### src/rtl/uart_rx_fifo.sv
// First-word-fall-through receive FIFO sitting behind the UART receiver.
// Acknowledges receiver bytes combinationally, drives a registered RTS level and a sticky overrun flag.
module uart_rx_fifo #(
    parameter int PAYLOAD_BITS   = 8,
    parameter int DEPTH          = 4,
    parameter int RTS_LEVEL      = DEPTH - 1,
    parameter int DROP_WHEN_FULL = 0
) (
    input  logic                       clk,
    input  logic                       resetn,
    input  logic                       rx_valid,
    input  logic [PAYLOAD_BITS-1:0]    rx_data,
    output logic                       rx_read,
    input  logic                       rd_en,
    output logic [PAYLOAD_BITS-1:0]    rd_data,
    output logic                       rd_valid,
    output logic [$clog2(DEPTH):0]     count,
    output logic                       overrun,
    input  logic                       clear_overrun,
    output logic                       fifo_rts
);

    localparam int PTR_W = $clog2(DEPTH);
    localparam int CNT_W = PTR_W + 1;
    localparam logic [CNT_W-1:0] FULL_CNT = CNT_W'(DEPTH);
    localparam logic [CNT_W-1:0] RTS_CNT  = CNT_W'(RTS_LEVEL);

    logic [PAYLOAD_BITS-1:0] mem_q [DEPTH];
    logic [PTR_W-1:0]        wr_ptr_q, wr_ptr_d;
    logic [PTR_W-1:0]        rd_ptr_q, rd_ptr_d;
    logic [CNT_W-1:0]        count_q, count_d;
    logic                    overrun_q, overrun_d;
    logic                    rts_q, rts_d;
    logic                    pop, full, space, push, drop;

    always_comb begin
        // NOTE: every signal gets a default at the top so no path leaves it unassigned (no latches).
        wr_ptr_d  = wr_ptr_q;
        rd_ptr_d  = rd_ptr_q;
        count_d   = count_q;
        overrun_d = overrun_q;

        pop   = rd_en && (count_q != '0);
        full  = (count_q == FULL_CNT);
        space = !full || pop;
        // A byte is never acknowledged while reset is asserted.
        push  = resetn && rx_valid && space;
        drop  = resetn && (DROP_WHEN_FULL != 0) && rx_valid && !space;

        if (push) wr_ptr_d = wr_ptr_q + PTR_W'(1);
        if (pop)  rd_ptr_d = rd_ptr_q + PTR_W'(1);

        unique case ({push, pop})
            2'b10:   count_d = count_q + CNT_W'(1);
            2'b01:   count_d = count_q - CNT_W'(1);
            default: count_d = count_q;
        endcase

        if (clear_overrun) overrun_d = 1'b0;
        if (drop)          overrun_d = 1'b1;

        rts_d = (count_d >= RTS_CNT);
    end

    // NOTE: sequential state uses non-blocking assignments so every flop samples pre-edge values.
    always_ff @(posedge clk) begin
        if (!resetn) begin
            wr_ptr_q  <= '0;
            rd_ptr_q  <= '0;
            count_q   <= '0;
            overrun_q <= 1'b0;
            rts_q     <= 1'b1;
        end else begin
            wr_ptr_q  <= wr_ptr_d;
            rd_ptr_q  <= rd_ptr_d;
            count_q   <= count_d;
            overrun_q <= overrun_d;
            rts_q     <= rts_d;
        end
    end

    // NOTE: storage has no reset; entries are only visible once count covers them.
    always_ff @(posedge clk) begin
        if (push) mem_q[wr_ptr_q] <= rx_data;
    end

    assign rx_read  = push || drop;
    assign rd_valid = (count_q != '0);
    assign rd_data  = rd_valid ? mem_q[rd_ptr_q] : '0;
    assign count    = count_q;
    assign overrun  = overrun_q;
    assign fifo_rts = rts_q;

endmodule

### config.mk
export PLATFORM = sky130hd
export DESIGN_NAME = uart_rx_fifo
export DESIGN_NICKNAME = d
export VERILOG_FILES = /design/src/rtl/uart_rx_fifo.sv
export SDC_FILE = /design/constraint.sdc
export NUM_CORES = 1
export LEC_CHECK = 0
export CAP_MARGIN = 20
export CORE_MARGIN = 5
export CORE_UTILIZATION = 55
export DETAILED_ROUTE_END_ITERATION = 7
export PLACE_DENSITY = 0.82
export SYNTH_ARGS = -nofsm -noshare
export SYNTH_HDL_FRONTEND = slang
export SYNTH_SLANG_ARGS = --single-unit
### constraint.sdc
create_clock -name clk -period 6.94 [get_ports clk]
set_input_delay 1.041 -clock clk [delete_from_list [all_inputs] [get_ports clk]]
set_output_delay 1.041 -clock clk [all_outputs]
set_load 0.005 [all_outputs]
Word-level counts from Yosys, hierarchy flattened
Memories as Yosys holds them, arrays and structs flattened. A register that Yosys moved wholly into a read port is not among the register bits.
Index checks and enable logic that the tools add are counted.
Word-level totals
  bits in registers: 8
  bits in writable memories: 32
  bits of input ports: 13
  output and inout bits: 15
  word-level logic and storage cells: 25
  memories: 1
Memory list
  mem_q: words 4, bits a word 8, rd ports 1, clocked after memory_dff 1, write ports 1, line 28  | logic [PAYLOAD_BITS-1:0] mem_q [DEPTH];
Cells by class
  add/subtract/negate cells: 4
  $lt $le $gt $ge: 1
  eq/ne operators: 3
  muxes and demuxes: 6
  reduce and logical (&&, ||, !) cells: 6
Operators by type and width (count)
  2-to-1 mux 8 bit: 1
  case mux 3 bit (2 select lines): 1
  adder 2 x 1 -> 2 bit (second input constant): 2
  2-to-1 mux 2 bit: 2
  adder 3 x 1 -> 3 bit (second input constant): 1
  == test 3 bit (second input constant): 1
  >= comparator 3 x 2 -> 1 bit (second input constant): 1
  logical AND 1 bit: 3
  nonzero test 3 bit: 1
  subtractor 3 x 1 -> 3 bit (second input constant): 1
  == test 2 x 1 -> 1 bit (second input constant): 1
  == test 2 bit (second input constant): 1
  2-to-1 mux 1 bit: 2
  logical NOT 1 bit: 1
  logical OR 1 bit: 1

Longest topological paths before layout
  depth in word-level cells: 7
  depth in mapped cells: 8
  depth with buffers taken out: 8

Least setup slack after synthesis
OpenSTA, ideal clock, no wires.
  path type: input-to-reg
  from: input resetn
  to: register rts_q (netlist: fifo_rts)
  setup time: 0.134 ns
  arrival: 2.556 ns
  data required time: 6.806 ns
  slack: 4.249 ns
  stages: 7
  buffers on the path: 0
  cells stage by stage: and2_1 > nor2_1 > fa_1 > nand2b_1 > o221ai_1 > o221ai_1 > or4_1
Between the ends
  word-level cells in the longest chain between the ends: 5
  elaborated cells between the ends (all ways): 6
  those cells by class: order compare: 1; eq/ne: 2; mux: 1; reduce/logical: 2
RTL lines
  start: declaration: line 10  | input logic resetn,
  logical AND 1 bit (2 in series): line 47  | push = resetn && rx_valid && space;
  == test 2 x 1 -> 1 bit or == test 2 bit (tied branches): line 53  | unique case ({push, pop})
  case mux 3 bit (2 select lines): line 53
  >= comparator 3 x 2 -> 1 bit: line 62  | rts_d = (count_d >= RTS_CNT);
  end signal: assignment: line 78  | rts_q <= rts_d;
  end: declaration: line 33  | logic rts_q, rts_d;
Several ways; a longest one is shown, not always the timed one.
A chain may end at the register's enable or synchronous reset.

Worst setup path after layout
  from: input resetn
  to: output rx_read
Between the ends
  word-level cells in the longest chain between the ends: 2
RTL lines
  logical AND 1 bit (2 in series): line 47
  end: declaration: line 13  | output logic rx_read,
Every way passes these cells.

==> metrics.txt <==
Area growth, synth to finish 18.9%; cell type with the highest aggregate area in the netlist sky130_fd_sc_hd__edfxtp_1; async set or reset register ratio after synthesis 0%; critical path launch point resetn; minimum setup slack among reg-to-reg paths around 4.2 ns; EDFF count, synth 32; register area share after synthesis between 60% and 70%; list of most frequent post-synthesis cells sky130_fd_sc_hd__edfxtp_1 (32), sky130_fd_sc_hd__and2_1 (14), sky130_fd_sc_hd__dfxtp_1 (10), sky130_fd_sc_hd__mux4_2 (8), sky130_fd_sc_hd__nor2_1 (7); maximum frequency from static timing analysis between 200 and 300 MHz; number of vias per cell after detailed routing ~5.5; row cnt 20; hold-critical path depth 2; layout cell share with drive strength beyond 1 12.1%; required time reported for the critical path endpoint 5.90 ns; synthesized netlist cell count 112; cells on worst reg2reg path 8; static leakage between 0.7 and 0.8 nW; share of total power in sequential cells between 40% and 50%; Cell Pwr Density about 310 mW/mm2; total wirelength of the detailed-routed design 3020 um; Setup violations, final 0; chip width 66.5 um; share of power burned in combinational logic between 30% and 40%; number of global-route vias before repair around 1.1k; Core Footprint between 0.003 and 0.004 mm2; placer congestion estimate between 0.7 and 0.8; post-cts sizing count 0; CTS buffer count 5; worst path arrival time roughly 2.7 ns; leftover overflow at the end of global routing 0; Clock transition at path regs roughly 0.1 ns; TritonCTS clock tree done; Hold Startpoint rd_ptr_q[1]; switching power summed over all nets 0.000187 W; number of antenna violations at the first check in global routing 0; level count of the clock H-tree 2; quantity of I/O buffers inserted on ports 25; Post-Synthesis Net Count 130; Final TNS setup 0 ns; overall power of the completed layout ~0.00065 W; proportion of power drawn by the clock network 16.7%; placed instance area between 0.002 and 0.0025 mm2; nature of the critical path startpoint input pin; reg-to-reg critical path endpoint fifo_rts; number of vias after detailed routing 1014; dominant cells by area after synthesis sky130_fd_sc_hd__edfxtp_1 (55%), sky130_fd_sc_hd__dfxtp_1 (11%), sky130_fd_sc_hd__mux4_2 (10%); final hold vios 0; clock period minus worst slack between 3 and 4 ns; number of fill cells ~230; status complete, no violations; number of nets in the final layout 157; post-detail-place hpwl 2180 um; iteration count of the initial detailed-routing pass 4; number of antenna cells inserted 0; synthesized area 0.00176 mm2; Layout Utilization 68.4%; number of DRC markers after the initial detailed-route iteration 45; RSZ-0062 raised after global routing no; RR Startpoint count[1]; sink count of the clock tree 42; most used standard cell by instance count after synthesis sky130_fd_sc_hd__edfxtp_1; GRT Total Usage approximately 16%; # IOs 28; buffers from clock root to sink, at most 2; slew of the pin with the lowest slew margin 0.550 ns; category of the critical setup timing path in2out; CP Max Fanout 8; area share of the largest cell type after synthesis 54.7%; mean routed wirelength per cell ~16 um; kind of end point of the critical path primary output; Final Cell Area approximately 0.0021 mm2; Max Slew Vio Count 0; total of hold buffers inserted after clock tree synthesis 0; Hold/Removal Path Class reg2reg; worst slew margin relative to its limit between 60% and 70%; per-instance average area after synthesis ~16 um2; Hold WS between 0.5 and 0.6 ns; Top FF cell, synth sky130_fd_sc_hd__edfxtp_1; maximum number of pins on one net before global-route repair 13; root buffer cell sky130_fd_sc_hd__clkbuf_4; starting density of the core a little under three fifths; synthesis-stage register bit count 42; count of maximum capacitance violations 0; total DRC errors in the routed layout 0; period utilisation layout between 50% and 60%; net switching share of the total power approximately 29%; Internal between 0.0004 and 0.0005 W; Max VDD drop between 0.15 and 0.2 mV; setup repair bufs after CTS 0; Synth warnings 0; Unique masters post-synth 30; height of the die about 66 um; die outline area approximately 0.0044 mm2; post-route clock skew ~0.0054 ns; clock network latency to the later pin of the worst-skew pair 0.34 ns; antenna-violating nets left 0; wire length of the first global-routing pass approximately 5000 um
==> power groups by stage <==
stage	Combinational [W]	Clock, W	Sequential (W)
after global placement	0.000217	0	0.000330
after floorplan	0.000127	0	0.000316
after CTS	0.000224	0.000115	0.000327
after detailed placement	0.000223	0	0.000332
final	0.000220	0.000109	0.000325
after global routing	0.000241	0.000128	0.000332
==> cells by family after synthesis <==
family | synth area share (%)
muxes | 10.3
and+or+nand+nor | 10.8
buffers and inverters | 2.21
AOI/OAI and AO/OA | 4.42
DFF | 66.1
adders and majority gates | 3.99
other | 0.214
xor gates and xnor gates | 2.00
==> worst max path at each step <==
stage	endpoint	slack (ns)
4_1_cts	rx_read	3.17
2_1_floorplan	fifo_rts	4.25
5_1_grt	rx_read	3.07
3_5_place_dp	rx_read	3.18
3_3_place_gp	rx_read	3.24
6_report	rx_read	3.18
==> critical path, cell delays in order <==
cell                              delay [ns]
sky130_fd_sc_hd__clkdlybuf4s50_1        0.57
sky130_fd_sc_hd__and2_1                 0.22
sky130_fd_sc_hd__o31a_1                 0.32
sky130_fd_sc_hd__clkdlybuf4s50_1        0.57
==> layout make-up <==
class / instances / area, um2 / area share [%]
Clock inverter: 2 / 8.76 / 0.420
Clock buffer: 6 / 41.3 / 1.98
Multi-Input combinational cell: 61 / 556 / 26.6
Timing Repair Buffer: 25 / 250 / 12.0
Tap cell: 44 / 55.1 / 2.64
Sequential cell: 42 / 1160 / 55.6
Inverter: 4 / 15.0 / 0.719
==> layout by cell type, fill, tap and decap left out, types with 2 or more instances in the layout <==
cell type and n:
sky130_fd_sc_hd__nand3_1 2, sky130_fd_sc_hd__nand2_1 4, sky130_fd_sc_hd__inv_1 4, sky130_fd_sc_hd__dfxtp_1 10, sky130_fd_sc_hd__nor2_1 7, sky130_fd_sc_hd__o221ai_1 2, sky130_fd_sc_hd__clkdlybuf4s50_1 25, sky130_fd_sc_hd__and2_1 14
sky130_fd_sc_hd__clkbuf_4 5, sky130_fd_sc_hd__edfxtp_1 32, sky130_fd_sc_hd__mux4_2 8, sky130_fd_sc_hd__o21ai_0 2, sky130_fd_sc_hd__ha_1 4, sky130_fd_sc_hd__xor2_1 3
==> state kept, by name, indices dropped and copies added (netlist names), named ones only <==
signal / cells
wr_ptr_q: 2
rd_ptr_q: 2
fifo_rts: 1
mem_q: 32
count: 3
==> routing by layer <==
metal	GRT usage [%]	wire [um]
met3	5.56	183
met4	6.60	59
met2	27.4	1580
met5	0	0
met1	19.5	1200
==> per-stage QoR <==
stage,setup slack (ns),cells
2_1_floorplan,4.25,112
3_3_place_gp,3.24,176
3_5_place_dp,3.18,176
4_1_cts,3.17,184
5_1_grt,3.07,184
6_report,3.18,184
Note: power is estimated with default switching activity, not from simulation.
